## src/rtl/shift_decode_pkg.sv

```systemverilog
// Shared RV32I shift-decode constants and the decoded-command type.
package shift_decode_pkg;

    localparam logic [6:0] OP      = 7'b0110011;
    localparam logic [6:0] OP_IMM  = 7'b0010011;
    localparam logic [2:0] F3_SLL  = 3'b001;
    localparam logic [2:0] F3_SRL  = 3'b101;
    localparam logic [6:0] F7_BASE = 7'b0000000;
    localparam logic [6:0] F7_ALT  = 7'b0100000;

    typedef struct packed {
        logic left;
        logic arr;
        logic imm_sel;
        logic illegal;
    } dec_t;

    function automatic logic [31:0] shamt_ext(input logic [4:0] shamt);
        return {27'b0, shamt};
    endfunction

endpackage

```

## src/rtl/shift_decode_comb.sv

```systemverilog
// Pure combinational decode of an RV32I word into shift controls.
// Full encoding check only when SHIFT_DECODE_ILLEGAL_EN is defined.
module shift_decode_comb
    import shift_decode_pkg::*;
(
    input  logic [31:0] instr,
    output dec_t        dec
);

`ifdef SHIFT_DECODE_ILLEGAL_EN
    logic [6:0] opcode;
    logic [2:0] funct3;
    logic [6:0] funct7;
    logic       legal_op;
    logic       legal_fn;
    logic       unused_bits;

    assign opcode      = instr[6:0];
    assign funct3      = instr[14:12];
    assign funct7      = instr[31:25];
    assign unused_bits = ^{instr[24:15], instr[11:7]};

    always_comb begin
        dec      = '0;
        legal_op = (opcode == OP) || (opcode == OP_IMM);
        legal_fn = ((funct3 == F3_SLL) && (funct7 == F7_BASE)) ||
                   ((funct3 == F3_SRL) && ((funct7 == F7_BASE) || (funct7 == F7_ALT)));
        if (legal_op && legal_fn) begin
            dec.left    = (funct3 == F3_SLL);
            dec.arr     = instr[30] && !dec.left;
            dec.imm_sel = (opcode == OP_IMM);
        end else begin
            dec.illegal = 1'b1;
        end
    end
`else
    logic unused_bits;

    // Minimal decode: bit 5 picks reg/imm, bit 14 picks right, bit 30 picks arithmetic.
    assign unused_bits = ^{instr[31], instr[29:15], instr[13:6], instr[4:0]};

    always_comb begin
        dec         = '0;
        dec.left    = !instr[14];
        dec.arr     = instr[30] && instr[14];
        dec.imm_sel = !instr[5];
    end
`endif

endmodule

```

## src/rtl/shift_decode.sv

```systemverilog
// Shift decode stage: one-entry registered command buffer with handshake and a
// saturating handshake counter. SHIFT_DECODE_ILLEGAL_EN enables illegal-word detection.
module shift_decode
    import shift_decode_pkg::*;
#(
    parameter int unsigned CNT_W = 16
) (
    input  logic             clk,
    input  logic             rst,
    input  logic             in_valid,
    output logic             in_ready,
    input  logic [31:0]      instr,
    input  logic [31:0]      rs1_data,
    input  logic [31:0]      rs2_data,
    input  logic             flush,
    output logic             out_valid,
    input  logic             out_ready,
    output logic [31:0]      out_a,
    output logic [31:0]      out_b,
    output logic             out_left,
    output logic             out_arr,
    output logic [4:0]       out_rd,
    output logic             out_illegal,
    output logic [CNT_W-1:0] out_count
);

    dec_t             dec;
    logic             accept;
    logic             handshake;

    logic             valid_d,   valid_q;
    logic [31:0]      a_d,       a_q;
    logic [31:0]      b_d,       b_q;
    logic             left_d,    left_q;
    logic             arr_d,     arr_q;
    logic [4:0]       rd_d,      rd_q;
    logic             illegal_d, illegal_q;
    logic [CNT_W-1:0] count_d,   count_q;

    shift_decode_comb u_comb (
        .instr (instr),
        .dec   (dec)
    );

    assign in_ready  = !valid_q || out_ready;
    assign accept    = in_valid && in_ready;
    assign handshake = valid_q && out_ready;

    always_comb begin
        valid_d   = valid_q;
        a_d       = a_q;
        b_d       = b_q;
        left_d    = left_q;
        arr_d     = arr_q;
        rd_d      = rd_q;
        illegal_d = illegal_q;
        count_d   = count_q;

        if (handshake && (count_q != '1)) begin
            count_d = count_q + CNT_W'(1);
        end

        // Flush wins over a same-cycle accept; the new word is dropped.
        if (flush) begin
            valid_d = 1'b0;
        end else if (accept) begin
            valid_d   = 1'b1;
            rd_d      = instr[11:7];
            illegal_d = dec.illegal;
            if (dec.illegal) begin
                a_d    = '0;
                b_d    = '0;
                left_d = 1'b0;
                arr_d  = 1'b0;
            end else begin
                a_d    = rs1_data;
                b_d    = dec.imm_sel ? shamt_ext(instr[24:20]) : rs2_data;
                left_d = dec.left;
                arr_d  = dec.arr;
            end
        end else if (handshake) begin
            valid_d = 1'b0;
        end
    end

    always_ff @(posedge clk or posedge rst) begin
        if (rst) begin
            valid_q   <= 1'b0;
            a_q       <= '0;
            b_q       <= '0;
            left_q    <= 1'b0;
            arr_q     <= 1'b0;
            rd_q      <= '0;
            illegal_q <= 1'b0;
            count_q   <= '0;
        end else begin
            valid_q   <= valid_d;
            a_q       <= a_d;
            b_q       <= b_d;
            left_q    <= left_d;
            arr_q     <= arr_d;
            rd_q      <= rd_d;
            illegal_q <= illegal_d;
            count_q   <= count_d;
        end
    end

    assign out_valid   = valid_q;
    assign out_a       = a_q;
    assign out_b       = b_q;
    assign out_left    = left_q;
    assign out_arr     = arr_q;
    assign out_rd      = rd_q;
    assign out_illegal = illegal_q;
    assign out_count   = count_q;

endmodule
```

## config.mk

```make
export PLATFORM = sky130hd
export DESIGN_NAME = shift_decode
export DESIGN_NICKNAME = d
export VERILOG_FILES = /design/src/rtl/shift_decode_pkg.sv /design/src/rtl/shift_decode_comb.sv /design/src/rtl/shift_decode.sv
export SDC_FILE = /design/constraint.sdc
export NUM_CORES = 1
export LEC_CHECK = 0
export CAP_MARGIN = 15
export CORE_MARGIN = 4
export CORE_UTILIZATION = 40
export DETAILED_ROUTE_END_ITERATION = 7
export PLACE_DENSITY_LB_ADDON = 0.08
export SLEW_MARGIN = 30
export SYNTH_ARGS = -nofsm -noshare
export SYNTH_HDL_FRONTEND = slang
export SYNTH_SLANG_ARGS = --single-unit
```

## constraint.sdc

```tcl
create_clock -name clk -period 3.7 [get_ports clk]
set_input_delay 1.11 -clock clk [delete_from_list [all_inputs] [get_ports clk]]
set_output_delay 1.11 -clock clk [all_outputs]
set_load 0.02 [all_outputs]
```

=== After elaboration in Yosys (flattened, before gate mapping) ===
Cells that the tools add are included.

* Flip-flop bits (word level): 88
* Input bits: 101
* Output and inout port bits: 90

* Add/subtract/negate cells: 1
* Equality and inequality tests: 1
* Muxes and demuxes: 4
* Bitwise logic cells: 1
* Reduce and logical (&&, ||, !) cells: 9

{| class="wikitable"
|+ Operators with widths
! operator !! number
|-
| $mux 32 || 1
|-
| $add 16x1->16 const B || 1
|-
| $ne 16x16->1 const B || 1
|-
| $logic_and 1x1->1 || 4
|-
| $mux 1 || 3
|-
| $reduce_bool 3->1 || 1
|-
| $logic_not 1->1 || 2
|-
| $reduce_and 2->1 || 1
|-
| $logic_or 1x1->1 || 1
|-
| $not 1->1 || 1
|}

=== Depth between registers and ports, before layout ===
Gate-level depths: netlist (run 1).

* Depth after elaboration: 5
* Mapped depth: 7
* Mapped depth without buffers: 5

=== Cells and area by module ===
A second synthesis (run 1) with hierarchy kept.

* Cell total of the unflattened synthesis: 384
* Area total of the unflattened synthesis: 3826.2 um2

{| class="wikitable"
|+ Modules (own cells, without submodules)
! module !! instances !! cells an instance !! area each (um2) !! seq. area each (um2)
|-
| shift_decode || 1 || 379 || 3801.1 || 2227.1
|-
| shift_decode_comb || 1 || 5 || 25.0 || 0.0
|}

=== Worst setup path before layout (run 1) ===
Ideal clock, no wire load.

* Path kind: in2out
* Start: in out_ready
* End: out in_ready
* Data arrival time: 1402 ps
* Data required time: 2590 ps
* Slack: 1188 ps
* Stages on the path: 2
* Path buffers: 0
* Cells stage by stage: nor2b_1 -> inv_1

* Longest elaborated chain between the ends: 1

{| class="wikitable"
|+ Ends and longest elaborated chain
! item !! line !! source
|-
| start, declared || shift_decode.sv:17 || <nowiki>input logic out_ready,</nowiki>
|-
| $logic_or 1x1->1 || shift_decode.sv:45 || <nowiki>assign in_ready = !valid_q || out_ready;</nowiki>
|-
| end, declared || shift_decode.sv:11 || <nowiki>output logic in_ready,</nowiki>
|}

No other way between the ends.

=== Worst setup path after layout (run 1) ===
Ends and elaborated chain as after synthesis.

==> results of run 1 <==
power groups by stage:
stage | Combinational [W] | Sequential (W) | Clock (W)
after floorplan | 0.000175 | 0.00136 | 0
after global placement | 0.000747 | 0.00119 | 0
after detailed placement | 0.000758 | 0.00120 | 0
after CTS | 0.000760 | 0.00118 | 0.000780
after global routing | 0.000808 | 0.00120 | 0.000823
final | 0.000747 | 0.00118 | 0.000759
kinds of logic after synthesis:
group / Yosys count
multiplexers: 8
adder cells (fa/ha/maj): 1
flip-flops: 88
other: 1
buffers and inverters: 24
AND/OR/NAND/NOR: 236
AO/OA/AOI/OAI: 17
XOR/XNOR: 10
worst min path at each step:
stage                     startpoint         to
after global placement     out_b[27]  out_b[27]
after floorplan              out_arr    out_arr
after detailed placement    out_b[7]   out_b[7]
after CTS                  out_b[29]  out_b[29]
after global routing        out_b[7]   out_b[7]
final                      out_b[29]  out_b[29]
cell usage after synthesis:
library cell	instances
a211oi_2	2
a21boi_0	1
a21oi_1	3
a21oi_2	1
a31oi_1	3
and2_1	1
and3_1	1
and4_1	1
buf_2	11
buf_4	2
clkbuf_1	7
conb_1	1
dfrtp_1	88
ha_1	1
inv_1	4
mux2_1	1
mux2_2	2
mux2i_1	5
nand2_1	177
nand2b_1	1
nand3_1	32
nand3_2	1
nand3b_1	1
nand4_1	2
nand4_2	3
nor2_1	6
nor2_4	1
nor2b_1	1
nor3_1	1
nor3b_1	2
nor4_1	1
nor4_2	2
nor4_4	1
o2111a_1	1
o21ai_0	6
or2_1	1
xnor2_1	3
xor2_1	7
through the flow:
stage | util, % | setup WS, ns | area (um2)
floorplan | - | 0.311 | 3660
global placement | 62.4 | 0.165 | 5500
detailed placement | 62.4 | 0.137 | 5500
CTS | 64.9 | 0.132 | 5720
global route | 64.9 | 0.0845 | 5720
finish | 64.9 | 0.143 | 5720
registers in the layout, summed over array words and instances (netlist names):
signal     flops
out_a         32
out_rd         5
out_b         32
out_arr        1
out_valid      1
out_count     16
out_left       1
worst min-delay path, cell delays in order, from the launching register on:
cell     delay [ns]
dfrtp_1        0.34
nand2_1        0.05
nand2_1        0.05
cell type report:
type	instances	share of cell area [%]
multi-input cells	273	23.6
clock inverters	4	1.66
inverters	4	0.284
clock buffers	10	2.23
flip-flops and latches	88	38.5
well taps	108	2.36
repair buffers	179	31.4
routing by layer:
layer / wire, um / global-route usage, % / vias up
li1: - / - / 1574
met1: 4140 / 23.0 / 1491
met2: 4700 / 30.6 / 105
met3: 790 / 6.09 / 13
met4: 155 / 5.79 / 0
met5: 0 / 0 / -
==> metrics.md, run 1 <==
| Metric | Value |
|---|---|
| Status | `completed` |
| Adder-cell share of the synthesized area | `0.342%` |
| Fmax | `281 MHz` |
| Clock Power Share | `28.3%` |
| CP Launch Type | `primary input` |
| Layout Nets | `657` |
| Vias in the first global route | `3236` |
| Worst reg-to-reg setup slack | `1.93 ns` |
| N_diodes | `0` |
| WL/cell | `14.7 um` |
| RSZ-0062 raised after global routing | `false` |
| Io pins | `191` |
| Most frequent cells in the layout | `177 x nand2_1, 170 x clkdlybuf4s50_1, 88 x dfrtp_1` |
| Mapped Area | `3660 um2` |
| Syn avg cell area | `9.50 um2` |
| WHS | `0.468 ns` |
| Worst clock skew | `0.0131 ns` |
| Crit path max fanout | `4` |
| Crit. Startpoint | `out_ready` |
| # clock sinks | `88` |
| Multiplexer area fraction after synthesis | `2.29%` |
| Hold Crit Class | `reg -> reg` |
| Full die area | `10700 um2` |
| CTS hold repair buffers | `0` |
| Critical Path End | `in_ready` |
| Worst flop-to-flop path startpoint | `out_valid` |
| Gp weighted congestion | `0.807` |
| Tot GR Track Use | `18.5%` |
| Hold violation count in the final report | `0` |
| Vias per std cell | `4.78` |
| Area of the multi-input gates | `1350 um2` |
| Post-CTS Setup Inserts | `0` |
| Layout cells sized above 1 | `6.63%` |
| Hold Path Stages | `2` |
| Sw Share | `29.2%` |
| Clk_lat worst skew | `0.34 ns` |
| Fill cell count | `742` |
| Setup crit end kind | `output port` |
| Ys Warns | `0` |
| Cell Count, Final, Fillers Out | `666` |
| Sequential share of power | `43.9%` |
| DRC Markers | `0` |
| Simple-gate share of the synthesized area | `28.4%` |
| Largest stage delay on the critical path | `0.54 ns` |
| Period minus WS final | `3.56 ns` |
| Worst-Margin Slew | `0.684 ns` |
| Post-DP HPWL | `7250 um` |
| Max Cap Violations | `0` |
| Sequential area share after synthesis | `60.2%` |
| Xor-xnor portion of the synthesized cell area | `2.40%` |
| Total grt overflow | `0` |
| Max Root-Sink Buffers | `2` |
| Critical-path top delay cell | `clkdlybuf4s50_1` |
| CTS buffer count | `9` |
| Netlist cell types | `38` |
| DR iter-0 viols | `113` |
| Crit-path leading delay family | `buffers and inverters` |
| Max_slew headroom | `54.4%` |
| Worst Path Arrival | `2.45 ns` |
| Placed insts | `652` |
| CTS tree | `yes` |
| Mapped Cells | `385` |
| Total power | `0.00269 W` |
| Cell Pwr Density | `470 nW/um2` |
| Most common cell after layout, fill and taps aside | `nand2_1` |
| Internal Power | `0.00190 W` |
| Share of the synthesized area in the top cell type | `60.2%` |
| Largest family of logic cells by synthesized area | `simple AND/OR/NAND/NOR gates` |
| Post-synth net total | `487` |
| Ranking of synthesized cells by area | `dfrtp_1 60%, nand2_1 18%, nand3_1 4.4%` |
| Pins Over Slew Limit | `0` |
| Port-buffer cells | `170` |
| Pleak | `2.73 nW` |
| Iteration count of the initial detailed-routing pass | `4` |
| Crit path required time | `2.59 ns` |
| P_sw | `0.000784 W` |
| Critical path depth | `4` |
| Die span in x | `104 um` |
| R2R Path End | `out_b[0]` |
| Chip height | `104 um` |
| Gate power share | `27.8%` |
| Synth area leader | `dfrtp_1` |
| Antenna Nets Post-Route | `0` |
| H-tree depth | `3` |
| Initial Util | `41.5%` |
| # resized after CTS | `0` |
| Area growth syn-to-layout | `56.4%` |
| First-pass GRT wire length | `16400 um` |
| Final wirelength | `9800 um` |
| Reg area | `2200 um2` |
| R2R depth | `6` |
| Worst ir drop on vdd | `255 uV` |
| Clock input transition at the sequential cells of the worst setup and hold paths | `0.08 ns` |
| Crit path cell chain | `clkdlybuf4s50_1 > nor2b_1 > inv_1 > clkdlybuf4s50_1` |
| Register bit total from synthesis | `88` |
| Area of the core | `8810 um2` |
| Crit path kind | `in -> out` |
| Root buf cell | `clkbuf_8` |
| Period utilisation layout | `96.1%` |
| CP Buf/Inv Count | `3` |
| Initial antenna violation count | `0` |
| Setup TNS | `0 ns` |
| Rows | `34` |
| Vias | `3183` |
| Final setup violation count | `0` |
| CP dominant cell by count | `clkdlybuf4s50_1` |
| Post-synthesis compound-gate area fraction | `3.18%` |
| Largest net degree at the start of global routing | `66` |
Power figures use the tool's default switching activity.
==> run 2, diff against run 1 <==
--- a/config.mk
+++ b/config.mk
@@ -7,8 +7,9 @@
 export LEC_CHECK = 0
 export CAP_MARGIN = 15
 export CORE_MARGIN = 4
-export CORE_UTILIZATION = 40
+export CORE_UTILIZATION = 45
 export DETAILED_ROUTE_END_ITERATION = 7
+export DONT_BUFFER_PORTS = 1
 export PLACE_DENSITY_LB_ADDON = 0.08
 export SLEW_MARGIN = 30
 export SYNTH_ARGS = -nofsm -noshare
==> constraint.sdc (replaced) <==
create_clock -name clk -period 4.4 [get_ports clk]
set_input_delay 1.32 -clock clk [delete_from_list [all_inputs] [get_ports clk]]
set_output_delay 1.32 -clock clk [all_outputs]
set_load 0.02 [all_outputs]
==> metrics.md, run 2 (synthesis gave the netlist of run 1 again) <==
| Metric | Value |
|---|---|
| Status | `completed` |
| Worst flop-to-flop path startpoint | `out_valid` |
| Chip height | `98.1 um` |
| GR Layer Usage met2 | `28.5%` |
| Met1 Usage GRT | `21.1%` |
| Initial Util | `46.8%` |
| Crit path required time | `3.08 ns` |
| CP Launch Type | `primary input` |
| Crit path kind | `in -> out` |
| Initial antenna violation count | `0` |
| Rows | `32` |
| Worst reg-to-reg setup slack | `2.31 ns` |
| Full die area | `9630 um2` |
| Hold violation count in the final report | `0` |
| Post-DP HPWL | `5850 um` |
| Port-buffer cells | `0` |
| Layout cells sized above 1 | `8.57%` |
| Clock input transition at the sequential cells of the worst setup and hold paths | `0.09 ns` |
| Setup ws final | `1.39 ns` |
| M3 GR Usage | `8.79%` |
| Post-CTS Setup Inserts | `0` |
| First-pass GRT wire length | `13700 um` |
| Worst ir drop on vdd | `247 uV` |
| RSZ-0062 raised after global routing | `false` |
| Placed insts | `471` |
| Worst-Margin Slew | `0.764 ns` |
| Crit path max fanout | `4` |
| CTS hold repair buffers | `0` |
| Largest net degree at the start of global routing | `78` |
| Root buf cell | `clkbuf_8` |
| # resized after CTS | `0` |
| Fmax | `332 MHz` |
| Setup TNS | `0 ns` |
| N_diodes | `0` |
| Most common cell after layout, fill and taps aside | `nand2_1` |
| Area of the core | `7810 um2` |
| Crit-path leading delay family | `simple AND/OR/NAND/NOR gates` |
| WHS | `0.619 ns` |
| Grt peak-use layer | `met2` |
| Pins Over Slew Limit | `0` |
| Vias per std cell | `5.23` |
| Antenna Nets Post-Route | `0` |
| Cell Count, Final, Fillers Out | `487` |
| DRC Markers | `0` |
| Die span in x | `98.1 um` |
| HP Start | `out_b[10]` |
| DR iter-0 viols | `85` |
| Hold Path Stages | `2` |
| Worst Path Arrival | `1.69 ns` |
| # clock sinks | `88` |
| Final setup violation count | `0` |
| Layout Nets | `482` |
| Io pins | `191` |
| Clk_lat worst skew | `0.34 ns` |
| CTS tree | `yes` |
| Vias in the first global route | `2658` |
| R2R Path End | `out_b[2]` |
| Setup crit end kind | `output port` |
| Period minus WS final | `3.01 ns` |
| Largest stage delay on the critical path | `0.19 ns` |
| CP Buf/Inv Count | `1` |
| WL/cell | `17.3 um` |
| R2R depth | `5` |
| Crit path cell chain | `nor2b_1 > inv_1` |
| Critical-path top delay cell | `nor2b_1` |
| H-tree depth | `3` |
| Setup WS pre-CTS | `1.38 ns` |
| CTS buffer count | `9` |
| Max_slew headroom | `49.1%` |
| Tot GR Track Use | `17.8%` |
| Vias | `2547` |
| Hold Path Sink | `out_b[10]` |
| Worst clock skew | `0.00862 ns` |
| Pleak | `2.05 nW` |
| Max Cap Violations | `0` |
| Gp weighted congestion | `0.801` |
| Cell Pwr Density | `498 nW/um2` |
| Period utilisation layout | `68.4%` |
| Hold Crit Class | `reg -> reg` |
| Final wirelength | `8420 um` |
| Most frequent cells in the layout | `177 x nand2_1, 88 x dfrtp_1, 32 x nand3_1` |
| Max Root-Sink Buffers | `2` |
| Iteration count of the initial detailed-routing pass | `4` |
| Total grt overflow | `0` |
| Area growth syn-to-layout | `8.32%` |
## run 2: cell count changes in the layout (fill, tap and decap cells not counted), sizes merged
| cell | delta |
|---|---|
| buf | -5 |
| clkinvlp | +2 |
| clkinv | -1 |
| clkdlybuf4s50 | -170 |
| clkbuf | +1 |
## run 2: how the worst max path moves through the flow
stage,startpoint,cells after the start,endpoint
finish,out_ready,2,in_ready
global route,out_ready,2,in_ready
CTS,out_ready,2,in_ready
detailed placement,out_ready,2,in_ready
global placement,out_ready,2,in_ready
floorplan,rst,1,out_a[0]
## run 2: per-stage QoR
| step | total power [W] | area, um2 | utilization [%] |
|---|---|---|---|
| global route | 0.00209 | 3960 | 50.7 |
| floorplan | 0.00129 | 3660 | - |
| detailed placement | 0.00135 | 3720 | 47.7 |
| global placement | 0.00134 | 3720 | 47.7 |
| finish | 0.00197 | 3960 | 50.7 |
| CTS | 0.00201 | 3960 | 50.7 |
## run 2: power by group
part	total, W	internal [W]	switching, W	leakage (nW)
Sequential	0.00116	0.000916	0.000242	1.12
Combinational	0.000168	0.0000615	0.000107	0.821
Clock	0.000647	0.000378	0.000269	0.110
Total	0.00197	0.00136	0.000618	2.05
## run 2: area by class of cell
type                    count  area (um2)
fillers                   730        3850
flip-flops and latches     88        2200
multi-input cells         273        1350
clock buffers              11         131
well taps                 102         128
clock inverters             5         105
repair buffers              4        30.0
inverters                   4        16.3
## run 2: layer usage
| layer | wire [um] | share of wire [%] |
|---|---|---|
| met3 | 1040 | 12 |
| met2 | 4070 | 48 |
| met5 | 0 | 0 |
| met4 | 78 | 0.93 |
| met1 | 3230 | 38 |
